--- src/rtl/usr_deserializer.sv ---
// Serial-to-parallel receiver: assembles N-bit words LSB- or MSB-first and hands them out over valid/ready.
// Optional parity bit per frame is compiled in with the USR_DESER_PARITY_EN macro.
module usr_deserializer #(
  parameter int N = 6
) (
  input  logic         clk,
  input  logic         reset_n,
  input  logic         clear,
  input  logic         enable,
  input  logic         dir,
  input  logic         s_data,
  input  logic         s_valid,
  output logic [N-1:0] Q,
  output logic         q_valid,
  input  logic         q_ready,
  output logic         busy,
  output logic         overrun,
  output logic         parity_err
);

  localparam int CW = $clog2(N + 1);

`ifdef USR_DESER_PARITY_EN
  typedef enum logic [1:0] {IDLE, RECV, PAR} state_t;
`else
  typedef enum logic [1:0] {IDLE, RECV} state_t;
`endif

  state_t         state_reg, state_next;
  logic [CW-1:0]  cnt_reg, cnt_next;
  logic           dir_reg, dir_next;
  logic [N-1:0]   sr_reg, sr_next;
  logic [N-1:0]   q_reg, q_next;
  logic           qv_reg, qv_next;
  logic           ovr_reg, ovr_next;
  logic           busy_reg, busy_next;
`ifdef USR_DESER_PARITY_EN
  logic           perr_reg, perr_next;
  logic           word_perr;
`endif

  logic           accept;
  logic           eff_dir;
  logic [N-1:0]   shifted;
  logic           complete;
  logic [N-1:0]   word;

  assign accept  = enable && s_valid && !clear;
  // The first bit of a frame uses the live dir; later bits use the latched copy.
  assign eff_dir = (state_reg == IDLE) ? dir : dir_reg;
  assign shifted = eff_dir ? {sr_reg[N-2:0], s_data} : {s_data, sr_reg[N-1:1]};

  always_ff @(posedge clk or negedge reset_n) begin
    if (!reset_n) begin
      state_reg <= IDLE;
      cnt_reg   <= '0;
      dir_reg   <= 1'b0;
      sr_reg    <= '0;
      q_reg     <= '0;
      qv_reg    <= 1'b0;
      ovr_reg   <= 1'b0;
      busy_reg  <= 1'b0;
`ifdef USR_DESER_PARITY_EN
      perr_reg  <= 1'b0;
`endif
    end else begin
      state_reg <= state_next;
      cnt_reg   <= cnt_next;
      dir_reg   <= dir_next;
      sr_reg    <= sr_next;
      q_reg     <= q_next;
      qv_reg    <= qv_next;
      ovr_reg   <= ovr_next;
      busy_reg  <= busy_next;
`ifdef USR_DESER_PARITY_EN
      perr_reg  <= perr_next;
`endif
    end
  end

  always_comb begin
    state_next = state_reg;
    cnt_next   = cnt_reg;
    dir_next   = dir_reg;
    sr_next    = sr_reg;
    q_next     = q_reg;
    qv_next    = qv_reg;
    ovr_next   = ovr_reg;
    complete   = 1'b0;
    word       = sr_reg;
`ifdef USR_DESER_PARITY_EN
    perr_next  = perr_reg;
    word_perr  = 1'b0;
`endif

    if (accept) begin
      case (state_reg)
        IDLE: begin
          dir_next   = dir;
          sr_next    = shifted;
          cnt_next   = CW'(1);
          state_next = RECV;
        end
        RECV: begin
          sr_next  = shifted;
          cnt_next = cnt_reg + CW'(1);
          if (cnt_reg == CW'(N - 1)) begin
`ifdef USR_DESER_PARITY_EN
            state_next = PAR;
`else
            complete   = 1'b1;
            word       = shifted;
            state_next = IDLE;
            cnt_next   = '0;
`endif
          end
        end
`ifdef USR_DESER_PARITY_EN
        PAR: begin
          // Parity bit is not shifted in; even parity over data plus parity bit.
          complete   = 1'b1;
          word       = sr_reg;
          word_perr  = ^{sr_reg, s_data};
          state_next = IDLE;
          cnt_next   = '0;
        end
`endif
        default: state_next = IDLE;
      endcase
    end

    if (complete) begin
      if (!qv_reg || q_ready) begin
        q_next    = word;
        qv_next   = 1'b1;
`ifdef USR_DESER_PARITY_EN
        perr_next = word_perr;
`endif
      end else begin
        ovr_next  = 1'b1;
      end
    end else if (qv_reg && q_ready) begin
      qv_next = 1'b0;
    end

    if (clear) begin
      state_next = IDLE;
      cnt_next   = '0;
      sr_next    = '0;
      q_next     = '0;
      qv_next    = 1'b0;
      ovr_next   = 1'b0;
`ifdef USR_DESER_PARITY_EN
      perr_next  = 1'b0;
`endif
    end

    busy_next = (state_next != IDLE);
  end

  assign Q       = q_reg;
  assign q_valid = qv_reg;
  assign busy    = busy_reg;
  assign overrun = ovr_reg;
`ifdef USR_DESER_PARITY_EN
  assign parity_err = perr_reg;
`else
  assign parity_err = 1'b0;
`endif

endmodule

--- config.mk ---
export PLATFORM = sky130hd
export DESIGN_NAME = usr_deserializer
export DESIGN_NICKNAME = d
export VERILOG_FILES = /design/src/rtl/usr_deserializer.sv
export SDC_FILE = /design/constraint.sdc
export NUM_CORES = 1
export LEC_CHECK = 0
export ABC_AREA = 1
export CORE_MARGIN = 1.5
export CORE_UTILIZATION = 46
export DETAILED_ROUTE_END_ITERATION = 6
export PLACE_DENSITY = 0.85
export SYNTH_ARGS = -nofsm -noshare
export SYNTH_HDL_FRONTEND = slang
export SYNTH_SLANG_ARGS = --single-unit
--- constraint.sdc ---
create_clock -name clk -period 1.2 [get_ports clk]
set_input_delay 0.3 -clock clk [delete_from_list [all_inputs] [get_ports clk]]
set_output_delay 0.3 -clock clk [all_outputs]
set_load 0.05 [all_outputs]
* Yosys cells after proc, flatten, opt, wreduce, memory -nomap -nowiden
Cells that the tools add are included.
Cells by class: shift operators 0, add/sub/neg operators 1, equal/unequal tests 4, bitwise operators 0, multipliers 0, div/mod/pow operators 0, reductions and logical operators 20, order comparisons 0, muxes and demuxes 29
Operators by type and width (number):
- 2-to-1 mux 6 bit | 10
- 2-to-1 mux 1 bit | 11
- AND reduction 2 bit | 5
- nonzero test 2 bit | 5
- 2-to-1 mux 3 bit | 3
- 2-to-1 mux 2 bit | 3
- case mux 3 bit (2 select lines) | 1
- nonzero test 3 bit | 2
- case mux 2 bit (2 select lines) | 1
- adder 3 x 1 -> 3 bit (second input constant) | 1
- equality test 3 bit (second input constant) | 1
- logical AND 1 bit | 3
- != test 3 x 2 -> 1 bit (second input constant) | 1
- equality test 2 x 1 -> 1 bit (second input constant) | 1
- logical NOT 1 bit | 2
- logical NOT 2 bit | 1
- != test 2 bit (second input constant) | 1
- OR reduction 2 bit | 1
- logical OR 1 bit | 1
Word-level totals: word-level logic and storage cells 62, ROM bits 0, output and inout port bits 10, bits in latches 0, memory bits (writable) 0, memories 0, register bits after elaboration 21, bits of input ports 8

* Depth between registers and ports, before layout
depth after elaboration 9, depth in mapped cells 8

* Worst setup path after synthesis
Ideal clock, no wire load.
path kind register -> register, from reg qv_reg, in the netlist q_valid, to reg q_reg[0], in the netlist Q[0], cell stages (with the launch flop) 7, slack -0.177 ns, data arrival time 1.311 ns, path buffers 0, required time 1.135 ns, cells stage by stage dfrtp_1 -> inv_1 -> nor2_1 -> nand2_1 -> nand3_4 -> nand3_1 -> nand2_1
Between the ends: word-level cells in the longest chain between the ends 4
Ends and longest elaborated chain:
- from (decl) | line 34 | logic qv_reg, qv_next;
- from (signal assigned) | line 72 | qv_reg <= qv_next;
- logical NOT 1 bit | line 133 | if (!qv_reg || q_ready) begin
- logical OR 1 bit | line 133
- nonzero test 2 bit (no source line)
- AND reduction 2 bit (no source line)
- to (signal assigned) | line 71 | q_reg <= q_next;
- to (decl) | line 33 | logic [N-1:0] q_reg, q_next;
Every way passes these cells. A chain may end at the register's enable or synchronous reset.

* Worst setup path in the final report
from reg state_reg[1], to reg q_reg[0], in the netlist Q[0]
Between the ends: word-level cells in the longest chain between the ends 9, elaborated cells between the ends (all ways) 14, those cells by class eq/ne (1); mux (10); reduce/logical (3)
Ends and longest elaborated chain:
- from (decl) | line 29 | state_t state_reg, state_next;
- from (signal assigned) | line 67 | state_reg <= state_next;
- logical NOT 2 bit | line 50 | assign eff_dir = (state_reg == IDLE) ? dir : dir_reg;
- 2-to-1 mux 1 bit
- 2-to-1 mux 6 bit | line 51 | assign shifted = eff_dir ? {sr_reg[N-2:0], s_data} : {s_data, sr_reg[N-1:1]};
- 2-to-1 mux 6 bit | line 107 | if (cnt_reg == CW'(N - 1)) begin
- 2-to-1 mux 6 bit | line 97 | case (state_reg)
- 2-to-1 mux 6 bit | line 96 | if (accept) begin
- 2-to-1 mux 6 bit | line 133
- 2-to-1 mux 6 bit | line 132 | if (complete) begin
- 2-to-1 mux 6 bit | line 146 | if (clear) begin
Several ways; a longest one is shown, not always the timed one. The select of a mux whose other input is x is not followed.

==> flow_metrics.py <==
metrics = {
    "run_status": {
        "run_status": "finished with violations",
        "failed_checks": "setup timing",
    },
    "global_route": {
        "first_global_vias": 1015,
        "grt_antenna_before_repair": 0,
        "globalRouteOverflowTotal": 0,
        "grt_pass1_wl_um": 4390,
        "grtUsageTotal": 0.228,
        "grt_max_degree": 22,
    },
    "worst_setup_path": {
        "start_kind": "flop",
        "worstSetupEndpointType": "flop",
        "reg2reg_to": "Q[0]",
        "critical_path_required_ps": 1410,
        "worst_r2r_path_depth": 6,
        "worst-r2r-setup-slack_ps": -20,
        "highest_fanout_seen_on_the_critical_path": 6,
        "crit_type": "flop to flop",
        "timing.rr.start": "state_reg[1]",
        "worstPathArrival_ps": 1430,
    },
    "yosys": {
        "yosys_register_bits": 21,
        "synth-main-ff-cell": "dfrtp_1",
        "syn-cell-area_um2": 1050,
        "synth_top_cells_by_area": "dfrtp_1 (50%), nand2_1 (19%), nand3_1 (10%)",
        "synth_area_per_cell_um2": 7.98,
        "synth.net_count": 140,
        "synth_enable_flop_cells": 0,
        "async_flop_share": 1.00,
        "ys_seq_area_frac": 0.499,
        "synth-warning-count": 0,
        "synth_area_leader_cell": "dfrtp_1",
        "netlist_top_cells_count": "nand2_1 (54), dfrtp_1 (21), nand3_1 (21)",
        "synth_largest_type_area_fraction": 0.499,
        "yosysMostFrequentCell": "nand2_1",
        "syn-instance-count": 132,
        "post_synth_num_cell_types": 19,
    },
    "pwr": {
        "power_frac_clock": 0.267,
        "p_leak_nw": 0.789,
        "power.density_cell_area_nw_per_um2": 834,
        "power.share.combinational": 0.165,
        "power.switching_w": 0.000367,
        "internal_power_w": 0.000934,
        "fraction_of_power_consumed_by_sequential_logic": 0.569,
        "netSwitchingFraction": 0.282,
        "vdd_ir_drop_max_mv": 0.611,
    },
    "floorplanning": {
        "rows": 17,
        "core-area_um2": 2190,
        "die_width_um": 50.9,
        "floorplan.die_area_um2": 2590,
        "die-height_um": 50.9,
        "initial_utilization": 0.481,
        "ioPinCount": 18,
    },
    "cells_and_area": {
        "synthToLayoutAreaGrowth_pct": 48.1,
        "fillerInstances": 160,
        "finish.cell_count_without_fillers": 196,
        "layout.nets": 177,
        "insertedDiodeCount": 0,
        "layout_cells_sized_above_1": 0.339,
    },
    "routing": {
        "route.vias.total": 1035,
        "route.detailed.vias_per_inst": 5.28,
        "antenna_violating_nets_post_route": 0,
        "drc": 0,
        "avgRoutedWirePerCell_um": 13.7,
        "initialDrtViolationCount": 24,
        "totalWireLength_um": 2690,
        "drt_first_pass_iters": 5,
    },
    "placed_design": {
        "place.port_buffers": 16,
        "gp_weighted_congestion": 0.967,
        "dp.cells": 183,
        "dp_hpwl_um": 1800,
    },
    "clock_tree": {
        "maximum_level_of_the_cts_h_tree": 1,
        "cts-buffers-inserted": 3,
        "clock_sinks": 21,
        "hold_buffers": 0,
        "cts_buffer_depth": 2,
        "tritoncts": "yes",
        "clock-root-buffer": "clkbuf_4",
        "clock_insertion_delay_worst_skew_ps": 310,
        "clk_transition_reported_paths_ps": 120,
    },
    "job": {
        "timing.max_cap.violations": 0,
    },
    "sta": {
        "worst_slack_ps": -17.8,
        "fmax_mhz": 821,
        "min_period_ps": 1220,
        "timing.final.max_slew_violations": 0,
        "setup-tns-final_ps": -75.7,
        "final_setup_violation_count": 13,
        "fin_skew_ps": 2.32,
        "hold_viol_final": 0,
        "grt_setup_unrepaired": "true",
        "timing.final.crit_share": 1.01,
    },
    "hold_path": {
        "hp-class": "input port to async pin",
    },
}
-- placed cells by master, fill, tap and decap left out --
cell type / instances
o21ai_0: 1
nand3_2: 3
nand3_1: 18
nor2_2: 5
clkinv_2: 1
nor3_4: 1
o21bai_1: 1
clkbuf_4: 3
nand2_4: 1
nor2_1: 1
o21ai_4: 1
dfrtp_2: 3
xor2_1: 1
buf_12: 10
nand2_2: 5
dlygate4sd2_1: 3
nor2_4: 2
nand3_4: 1
buf_6: 1
o21ai_2: 1
buf_4: 16
nand2_1: 48
inv_2: 2
dfrtp_1: 18
a21oi_1: 1
clkdlybuf4s50_1: 4
inv_4: 1
inv_1: 8
nand3b_1: 3
conb_1: 1
o21ai_1: 3
-- cell type report --
| cell class | instances | area (um2) | area share |
|---|---|---|---|
| flip-flops and latches | 21 | 529 | 0.339 |
| multi-input cells | 98 | 527 | 0.338 |
| repair buffers | 34 | 398 | 0.255 |
| inverters | 11 | 43.8 | 0.0281 |
| well taps | 28 | 35.0 | 0.0225 |
| clock buffers | 3 | 22.5 | 0.0144 |
| clock inverters | 1 | 5.00 | 0.00321 |
-- what timing repair did --
item | 4_1_cts | 5_1_grt
hold endpoints to repair | 0 | 0
buffers inserted | 7 | 2
resized for setup | 15 | 9
endpoints found under the setup margin | 22 | 25
pin swaps | 11 | 7
-- critical path: stages, from the launching register on --
cell	delay [ps]
dfrtp_2	480
nor2_2	160
nand2_1	150
nand3_1	120
nand2_1	90
nand2_1	70
nand2_1	50
-- stage by stage --
step / utilization / power (W) / area (um2) / worst slack [ps] / hold WS, ps
6_report: 0.712 / 0.00130 / 1560 / -17.8 / 317
5_1_grt: 0.712 / 0.00136 / 1560 / -94.1 / 329
4_1_cts: 0.691 / 0.00128 / 1510 / -13.6 / 323
3_5_place_dp: 0.641 / 0.000933 / 1400 / -449 / 471
3_3_place_gp: 0.641 / 0.000927 / 1400 / -406 / 467
2_1_floorplan: - / 0.000847 / 1060 / 26.0 / 4.41
-- how the worst max path moves through the flow --
stage | startpoint | end | depth (start not counted)
global route | state_reg[1] | Q[5] | 6
CTS | state_reg[1] | Q[0] | 6
global placement | clear | cnt_reg[2] | 6
detailed placement | clear | Q[0] | 5
finish | state_reg[1] | Q[0] | 6
floorplan | q_valid | Q[0] | 6
-- power groups by stage --
stage | combinational (W) | sequential (W) | clock, W
6_report | 0.000214 | 0.000740 | 0.000347
5_1_grt | 0.000233 | 0.000742 | 0.000383
4_1_cts | 0.000197 | 0.000738 | 0.000346
3_5_place_dp | 0.000183 | 0.000750 | 0
3_3_place_gp | 0.000178 | 0.000749 | 0
2_1_floorplan | 0.0000902 | 0.000757 | 0
-- layer usage --
layer / global-route usage / wire, um / up-vias
met3: 0.0409 / 152 / 7
met2: 0.430 / 1410 / 39
met1: 0.250 / 1070 / 500
li1: - / - / 489
met4: 0.0901 / 51 / 0
met5: 0 / 0 / -
-- logic make-up (layout without fill, tap and decap cells) --
group	after synthesis	after routing	share of synthesized area
flops	21	21	0.499
buf+inv	13	49	0.0570
compound gates	8	8	0.0511
simple gates	88	88	0.381
other cells	1	1	0.00356
xor+xnor	1	1	0.00832
(Power assumes the default switching activity.)
